<file path="src/rtl/sram_arbiter.sv">
// rtl/sram_arbiter.sv - two-port round-robin arbiter in front of a 64-bit single-port SRAM
module sram_arbiter #(
  parameter int ADDR_WIDTH = 12,
  parameter int RD_LATENCY = 4,
  parameter int INIT_CLEAR = 0
) (
  input  logic                      clk_i,
  input  logic                      rst_i,
  input  logic [1:0]                req_valid_i,
  output logic [1:0]                req_ready_o,
  input  logic [1:0]                req_we_i,
  input  logic [2*ADDR_WIDTH-1:0]   req_addr_i,
  input  logic [127:0]              req_wdata_i,
  input  logic [15:0]               req_wmask_i,
  output logic [1:0]                rsp_valid_o,
  output logic [63:0]               rsp_rdata_o,
  output logic                      init_done_o,
  output logic                      sram_csb_o,
  output logic                      sram_we_o,
  output logic [ADDR_WIDTH-1:0]     sram_addr_o,
  output logic [63:0]               sram_wdata_o,
  output logic [7:0]                sram_wmask_o,
  input  logic [63:0]               sram_rdata_i
);

  typedef enum logic [1:0] {
    ST_RESET = 2'd0,
    ST_CLEAR = 2'd1,
    ST_RUN   = 2'd2
  } state_t;

  state_t                  state;
  state_t                  state_next;
  logic [ADDR_WIDTH-1:0]   clr_cnt;
  logic                    clr_issue;
  logic                    rr_ptr;      // port preferred on a tie (the one not granted last)
  logic                    gnt_port;
  logic                    hs;
  logic                    sel_we;
  logic [ADDR_WIDTH-1:0]   sel_addr;
  logic [63:0]             sel_wdata;
  logic [7:0]              sel_wmask;
  logic [RD_LATENCY-1:0]   pipe_v;
  logic [RD_LATENCY-1:0]   pipe_p;

  // State register; reset always returns to RESET so a clear restarts from address 0
  always_ff @(posedge clk_i) begin
    if (rst_i) begin
      state <= ST_RESET;
    end else begin
      state <= state_next;
    end
  end

  // Next-state logic; CLEAR issues one zero write per cycle and leaves on the last address
  always_comb begin
    state_next = state;
    clr_issue  = 1'b0;
    case (state)
      ST_RESET: begin
        state_next = (INIT_CLEAR != 0) ? ST_CLEAR : ST_RUN;
      end
      ST_CLEAR: begin
        clr_issue = 1'b1;
        if (clr_cnt == {ADDR_WIDTH{1'b1}}) begin
          state_next = ST_RUN;
        end
      end
      ST_RUN: begin
        state_next = ST_RUN;
      end
      default: begin
        state_next = ST_RESET;
      end
    endcase
  end

  // Grant selection: a lone requester wins, a tie goes to the pointer; ready shows the would-be winner
  always_comb begin
    gnt_port    = rr_ptr;
    req_ready_o = 2'b00;
    case (req_valid_i)
      2'b01:   gnt_port = 1'b0;
      2'b10:   gnt_port = 1'b1;
      default: gnt_port = rr_ptr;
    endcase
    if (state == ST_RUN) begin
      req_ready_o = gnt_port ? 2'b10 : 2'b01;
    end
  end

  assign hs        = |(req_valid_i & req_ready_o);
  assign sel_we    = gnt_port ? req_we_i[1] : req_we_i[0];
  assign sel_addr  = gnt_port ? req_addr_i[2*ADDR_WIDTH-1:ADDR_WIDTH] : req_addr_i[ADDR_WIDTH-1:0];
  assign sel_wdata = gnt_port ? req_wdata_i[127:64] : req_wdata_i[63:0];
  assign sel_wmask = gnt_port ? req_wmask_i[15:8] : req_wmask_i[7:0];

  // Clear address counter, advanced once per zero write
  always_ff @(posedge clk_i) begin
    if (rst_i) begin
      clr_cnt <= '0;
    end else if (clr_issue) begin
      clr_cnt <= clr_cnt + 1'b1;
    end
  end

  // Round-robin pointer moves only when a request is actually accepted
  always_ff @(posedge clk_i) begin
    if (rst_i) begin
      rr_ptr <= 1'b0;
    end else if (hs) begin
      rr_ptr <= ~gnt_port;
    end
  end

  // Registered SRAM command; idle cycles deselect but keep address/data stable
  always_ff @(posedge clk_i) begin
    if (rst_i) begin
      sram_csb_o   <= 1'b1;
      sram_we_o    <= 1'b1;
      sram_addr_o  <= '0;
      sram_wdata_o <= '0;
      sram_wmask_o <= '0;
    end else if (clr_issue) begin
      sram_csb_o   <= 1'b0;
      sram_we_o    <= 1'b0;
      sram_addr_o  <= clr_cnt;
      sram_wdata_o <= '0;
      sram_wmask_o <= 8'hFF;
    end else if (hs) begin
      sram_csb_o   <= 1'b0;
      sram_we_o    <= ~sel_we;
      sram_addr_o  <= sel_addr;
      sram_wdata_o <= sel_wdata;
      sram_wmask_o <= sel_wmask;
    end else begin
      sram_csb_o   <= 1'b1;
      sram_we_o    <= 1'b1;
    end
  end

  // Response pipe tracks which port owns each in-flight access; reset drops them all
  always_ff @(posedge clk_i) begin
    if (rst_i) begin
      pipe_v <= '0;
      pipe_p <= '0;
    end else begin
      pipe_v[0] <= hs;
      pipe_p[0] <= gnt_port;
      for (int k = 1; k < RD_LATENCY; k++) begin
        pipe_v[k] <= pipe_v[k-1];
        pipe_p[k] <= pipe_p[k-1];
      end
    end
  end

  assign rsp_valid_o = pipe_v[RD_LATENCY-1] ? (pipe_p[RD_LATENCY-1] ? 2'b10 : 2'b01) : 2'b00;
  assign rsp_rdata_o = pipe_v[RD_LATENCY-1] ? sram_rdata_i : 64'h0;
  assign init_done_o = (state == ST_RUN);

endmodule

</file>
<file path="config.mk">
export PLATFORM = sky130hd
export DESIGN_NAME = sram_arbiter
export DESIGN_NICKNAME = d
export VERILOG_FILES = /design/src/rtl/sram_arbiter.sv
export SDC_FILE = /design/constraint.sdc
export NUM_CORES = 1
export LEC_CHECK = 0
export CAP_MARGIN = 10
export CORE_AREA = 2 2 153 155
export CTS_CLUSTER_DIAMETER = 30
export CTS_CLUSTER_SIZE = 12
export DETAILED_ROUTE_END_ITERATION = 7
export DIE_AREA = 0 0 155 157
export PLACE_DENSITY = 0.62
export SETUP_SLACK_MARGIN = 0.4
export SKIP_LAST_GASP = 1
export SLEW_MARGIN = 40
export SYNTH_ARGS = -nofsm -noshare
export SYNTH_HDL_FRONTEND = slang
export SYNTH_SLANG_ARGS = --single-unit
</file>
<file path="constraint.sdc">
create_clock -name clk_i -period 3.9 [get_ports clk_i]
set_clock_uncertainty 0.15 [all_clocks]
set_input_delay 0.585 -clock clk_i [delete_from_list [all_inputs] [get_ports clk_i]]
set_output_delay 0.585 -clock clk_i [all_outputs]
set_load 0.05 [all_outputs]
</file>
==> flow_summary.html <==
<table>
<tr><th>Metric</th><th>Value</th></tr>
<tr><th colspan="2">Worst setup path</th></tr>
<tr><td>Depth of the worst register-to-register path</td><td>4</td></tr>
<tr><td>Type of destination of the critical path</td><td>primary output</td></tr>
<tr><td>Worst path slowest cell</td><td>sky130_fd_sc_hd__clkdlybuf4s50_1</td></tr>
<tr><td>CP Class</td><td>input pin to primary output</td></tr>
<tr><td>CP cell instances</td><td>clkdlybuf4s50_1 &gt; inv_1 &gt; ha_1 &gt; mux2_8 &gt; and2_1 &gt; buf_12</td></tr>
<tr><td>Register-to-register path setup slack</td><td>1.83 ns</td></tr>
<tr><td>Launch point of the worst reg-to-reg path</td><td>state[1]</td></tr>
<tr><td>Capture instance of the worst register-to-register path</td><td>sram_wdata_o[27]</td></tr>
<tr><td>Combined buffer and inverter count along the critical path</td><td>3</td></tr>
<tr><td>Max incr delay on CP</td><td>0.55 ns</td></tr>
<tr><td>CP delay by family, top</td><td>buffers and inverters</td></tr>
<tr><td>CP Launch Type</td><td>input pin</td></tr>
<tr><td>Largest driver fanout on the critical path</td><td>29</td></tr>
<tr><td>Required @ worst endpoint</td><td>3.16 ns</td></tr>
<tr><td>Worst path arrival time</td><td>2.57 ns</td></tr>
<tr><th colspan="2">Placement</th></tr>
<tr><td>Routability-driven placement congestion ratio</td><td>0.750</td></tr>
<tr><td>Sum of net half-perimeters after detailed placement</td><td>16.6 mm</td></tr>
<tr><td>Total cell area at the placement stage</td><td>9350 µm²</td></tr>
<tr><td>DP Cell Count</td><td>1217</td></tr>
<tr><td>Number of buffer cells added on primary ports</td><td>392</td></tr>
<tr><th colspan="2">Timing</th></tr>
<tr><td>Share of the cycle needed by the critical path after routing</td><td>0.847</td></tr>
<tr><td>Top achievable clock speed</td><td>303 MHz</td></tr>
<tr><td>Number of max-slew violations in the final report</td><td>0</td></tr>
<tr><td>Final worst path period need</td><td>3.30 ns</td></tr>
<tr><td>Normalized max-slew margin</td><td>0.528</td></tr>
<tr><td>Total Negative Setup Slacks</td><td>0 ns</td></tr>
<tr><td>Transition time at the pin with the least slew margin</td><td>0.708 ns</td></tr>
<tr><td>Count of final setup violators</td><td>0</td></tr>
<tr><td>Final Hold Vio Count</td><td>0</td></tr>
<tr><td>Unrepaired setup endpoints after global routing</td><td>false</td></tr>
<tr><th colspan="2">Worst hold path</th></tr>
<tr><td>Cell depth of the worst min-delay path</td><td>1</td></tr>
<tr><td>Hold path startpoint</td><td>pipe_v[2]</td></tr>
<tr><td>Hold path endpoint</td><td>pipe_v[3]</td></tr>
<tr><td>Path category of the worst min-delay check</td><td>register to register</td></tr>
<tr><th colspan="2">Pwr</th></tr>
<tr><td>Leak</td><td>0.00339 µW</td></tr>
<tr><td>VDD IR-drop max</td><td>0.000231 V</td></tr>
<tr><td>Total power of the final layout</td><td>3300 µW</td></tr>
<tr><td>Cell area power density</td><td>342 nW/µm²</td></tr>
<tr><th colspan="2">GRT</th></tr>
<tr><td>Global-route wire length before repair</td><td>35.4 mm</td></tr>
<tr><td>Total track usage</td><td>0.186</td></tr>
<tr><td>Congestion Overflow GR</td><td>0</td></tr>
<tr><td>Number of global-route vias before repair</td><td>5885</td></tr>
<tr><td>Initial antenna violation count</td><td>0</td></tr>
<tr><td>Maximum number of pins on one net before global-route repair</td><td>76</td></tr>
<tr><th colspan="2">Layout</th></tr>
<tr><td>Share of post-route cells with drive strength above 1</td><td>0.0707</td></tr>
<tr><td>Ant diodes</td><td>0</td></tr>
<tr><td>Area of the multi-input gates</td><td>2920 µm²</td></tr>
<tr><td>Most common cell after layout, fill and taps aside</td><td>sky130_fd_sc_hd__clkdlybuf4s50_1</td></tr>
<tr><td>Highest-count cells in the layout ignoring fill and taps</td><td>sky130_fd_sc_hd__clkdlybuf4s50_1 (389), sky130_fd_sc_hd__nand2_1 (169), sky130_fd_sc_hd__dfxtp_1 (96), sky130_fd_sc_hd__a221oi_1 (84), sky130_fd_sc_hd__and2_1 (68)</td></tr>
<tr><td>Total non-filler cell area in the finished layout</td><td>9650 µm²</td></tr>
<tr><td>Count of placed standard cells in the final layout, fillers left out</td><td>1233</td></tr>
<tr><td>Net total in the final layout</td><td>1183</td></tr>
<tr><td>Synthesis-to-finish area growth</td><td>86.7%</td></tr>
<tr><td>Combined flip-flop and latch cell area</td><td>1920 µm²</td></tr>
<tr><td>Utilization after layout</td><td>0.429</td></tr>
<tr><td>Filler Cell Count</td><td>2242</td></tr>
<tr><th colspan="2">Die</th></tr>
<tr><td>Core Box Area</td><td>22500 µm²</td></tr>
<tr><td>Total number of placement rows</td><td>55</td></tr>
<tr><td>Die area</td><td>24300 µm²</td></tr>
<tr><td>Y dimension of the die</td><td>157 µm</td></tr>
<tr><td>Die width</td><td>155 µm</td></tr>
<tr><td>Initial core utilization</td><td>0.230</td></tr>
<tr><td>Number of top-level pins</td><td>393</td></tr>
<tr><th colspan="2">Clock tree</th></tr>
<tr><td>Number of levels the H-tree was split into</td><td>3</td></tr>
<tr><td>TritonCTS clock tree</td><td>done</td></tr>
<tr><td>Post-CTS setup repair buffer count</td><td>0</td></tr>
<tr><td>TritonCTS Sinks</td><td>96</td></tr>
<tr><td>Clock-pin slew reported for the worst setup and hold paths after clock tree synthesis</td><td>0.07 ns</td></tr>
<tr><td>Maximum clock path buffer count</td><td>2</td></tr>
<tr><td>Total of hold buffers inserted after clock tree synthesis</td><td>0</td></tr>
<tr><td>Master cell of the clock root buffer</td><td>sky130_fd_sc_hd__clkbuf_16</td></tr>
<tr><td>Clock insertion delay at the later pin of the skew report</td><td>0.35 ns</td></tr>
<tr><td>Clock buffers created by TritonCTS</td><td>9</td></tr>
<tr><td>Number of instances resized during post-cts repair</td><td>0</td></tr>
<tr><th colspan="2">Synthesis</th></tr>
<tr><td>Sequential area share after synthesis</td><td>0.372</td></tr>
<tr><td>Ys flop type</td><td>sky130_fd_sc_hd__dfxtp_1</td></tr>
<tr><td>Post-Synthesis Cells</td><td>609</td></tr>
<tr><td>Post-synth EDFFs</td><td>0</td></tr>
<tr><td>Syn Nets</td><td>849</td></tr>
<tr><td>Number of distinct library cells after synthesis</td><td>21</td></tr>
<tr><td>Synth Register Bits</td><td>96</td></tr>
<tr><td>Summed instance area of the synthesized netlist</td><td>5170 µm²</td></tr>
<tr><td>Average size of a mapped cell</td><td>8.49 µm²</td></tr>
<tr><td>Async SR Flop Fraction</td><td>0</td></tr>
<tr><td>Yosys warning count</td><td>0</td></tr>
<tr><th colspan="2">Route</th></tr>
<tr><td>Number of search-and-repair iterations in the first detailed-routing pass</td><td>5</td></tr>
<tr><td>WL/cell</td><td>19.4 µm</td></tr>
<tr><td>Total wire length after detailed routing</td><td>23.9 mm</td></tr>
<tr><td>Vias</td><td>6201</td></tr>
<tr><td>Residual DRC count</td><td>0</td></tr>
<tr><td>DRT antenna net count</td><td>0</td></tr>
<tr><td>Detail-routed via count per cell</td><td>5.03</td></tr>
<tr><td>Number of design-rule violations left by the first detailed-router iteration</td><td>358</td></tr>
<tr><th colspan="2">Run</th></tr>
<tr><td>Max-cap violations</td><td>0</td></tr>
<tr><th colspan="2">Status</th></tr>
<tr><td>Run status</td><td>completed</td></tr>
</table>
==> per-stage QoR <==
stage / hold slack [ns] / setup slack (ns)
2_1_floorplan: 0.264 / 0.923
3_3_place_gp: 0.268 / 0.599
6_report: 0.289 / 0.597
3_5_place_dp: 0.272 / 0.495
4_1_cts: 0.290 / 0.578
5_1_grt: 0.307 / 0.500
==> cells in the mapped netlist, drive strengths merged (3+ instances only) <==
cell      n  area [µm²]
buf      26         158
clkbuf   58         218
nor2b     7        43.8
nand2   169         634
a311oi   84         905
a221oi   84         736
dfxtp    96        1920
and2     70         438
inv       3        11.3
==> registers in the layout (all words and copies together), names as in the netlist <==
register and flops:
sram_wdata_o 64, sram_addr_o 12, sram_wmask_o 8, pipe_p 4
pipe_v 4, rr_ptr 1, sram_csb_o 1, sram_we_o 1
state 1
==> per-layer routing <==
layer	global-route usage	up-vias	wire [µm]
li1	-	2942	-
met1	0.227	2944	9430
met2	0.320	295	11800
met3	0.0584	20	2220
met4	0.0454	0	380
met5	0	-	0
==> layout make-up <==
type                       count  share of cell area
timing repair buffer         407               0.429
multi-input combinational    426               0.302
sequential                    96               0.199
tap                          285              0.0369
clock buffer                  10              0.0237
clock inverter                 6             0.00752
inverter                       3             0.00117
==> logic make-up (layout without fill, tap and decap cells) <==
logic type / Yosys count / after routing / synth area share
AOI/OAI and AO/OA: 171 / 171 / 0.322
adders and majority gates: 2 / 2 / 0.00484
buffers and inverters: 87 / 426 / 0.0748
and+or+nand+nor: 249 / 249 / 0.219
muxes: 4 / 4 / 0.00823
DFF: 96 / 96 / 0.372
==> power breakdown <==
part           leakage (µW)  total, µW  switching (µW)  internal, µW
Sequential         0.000791       1120            50.0          1070
Combinational       0.00246       1240             704           540
Clock              0.000144        938             430           508
==> worst max-delay path by stage <==
stage	start	to	cells past startpoint
3_3_place_gp	req_valid_i[0]	sram_wdata_o[32]	7
2_1_floorplan	req_valid_i[0]	req_ready_o[0]	6
4_1_cts	req_valid_i[0]	req_ready_o[1]	6
3_5_place_dp	req_valid_i[0]	sram_addr_o[0]	7
6_report	req_valid_i[0]	req_ready_o[1]	6
5_1_grt	req_valid_i[0]	req_ready_o[1]	6
Power figures use the tool's default switching activity.
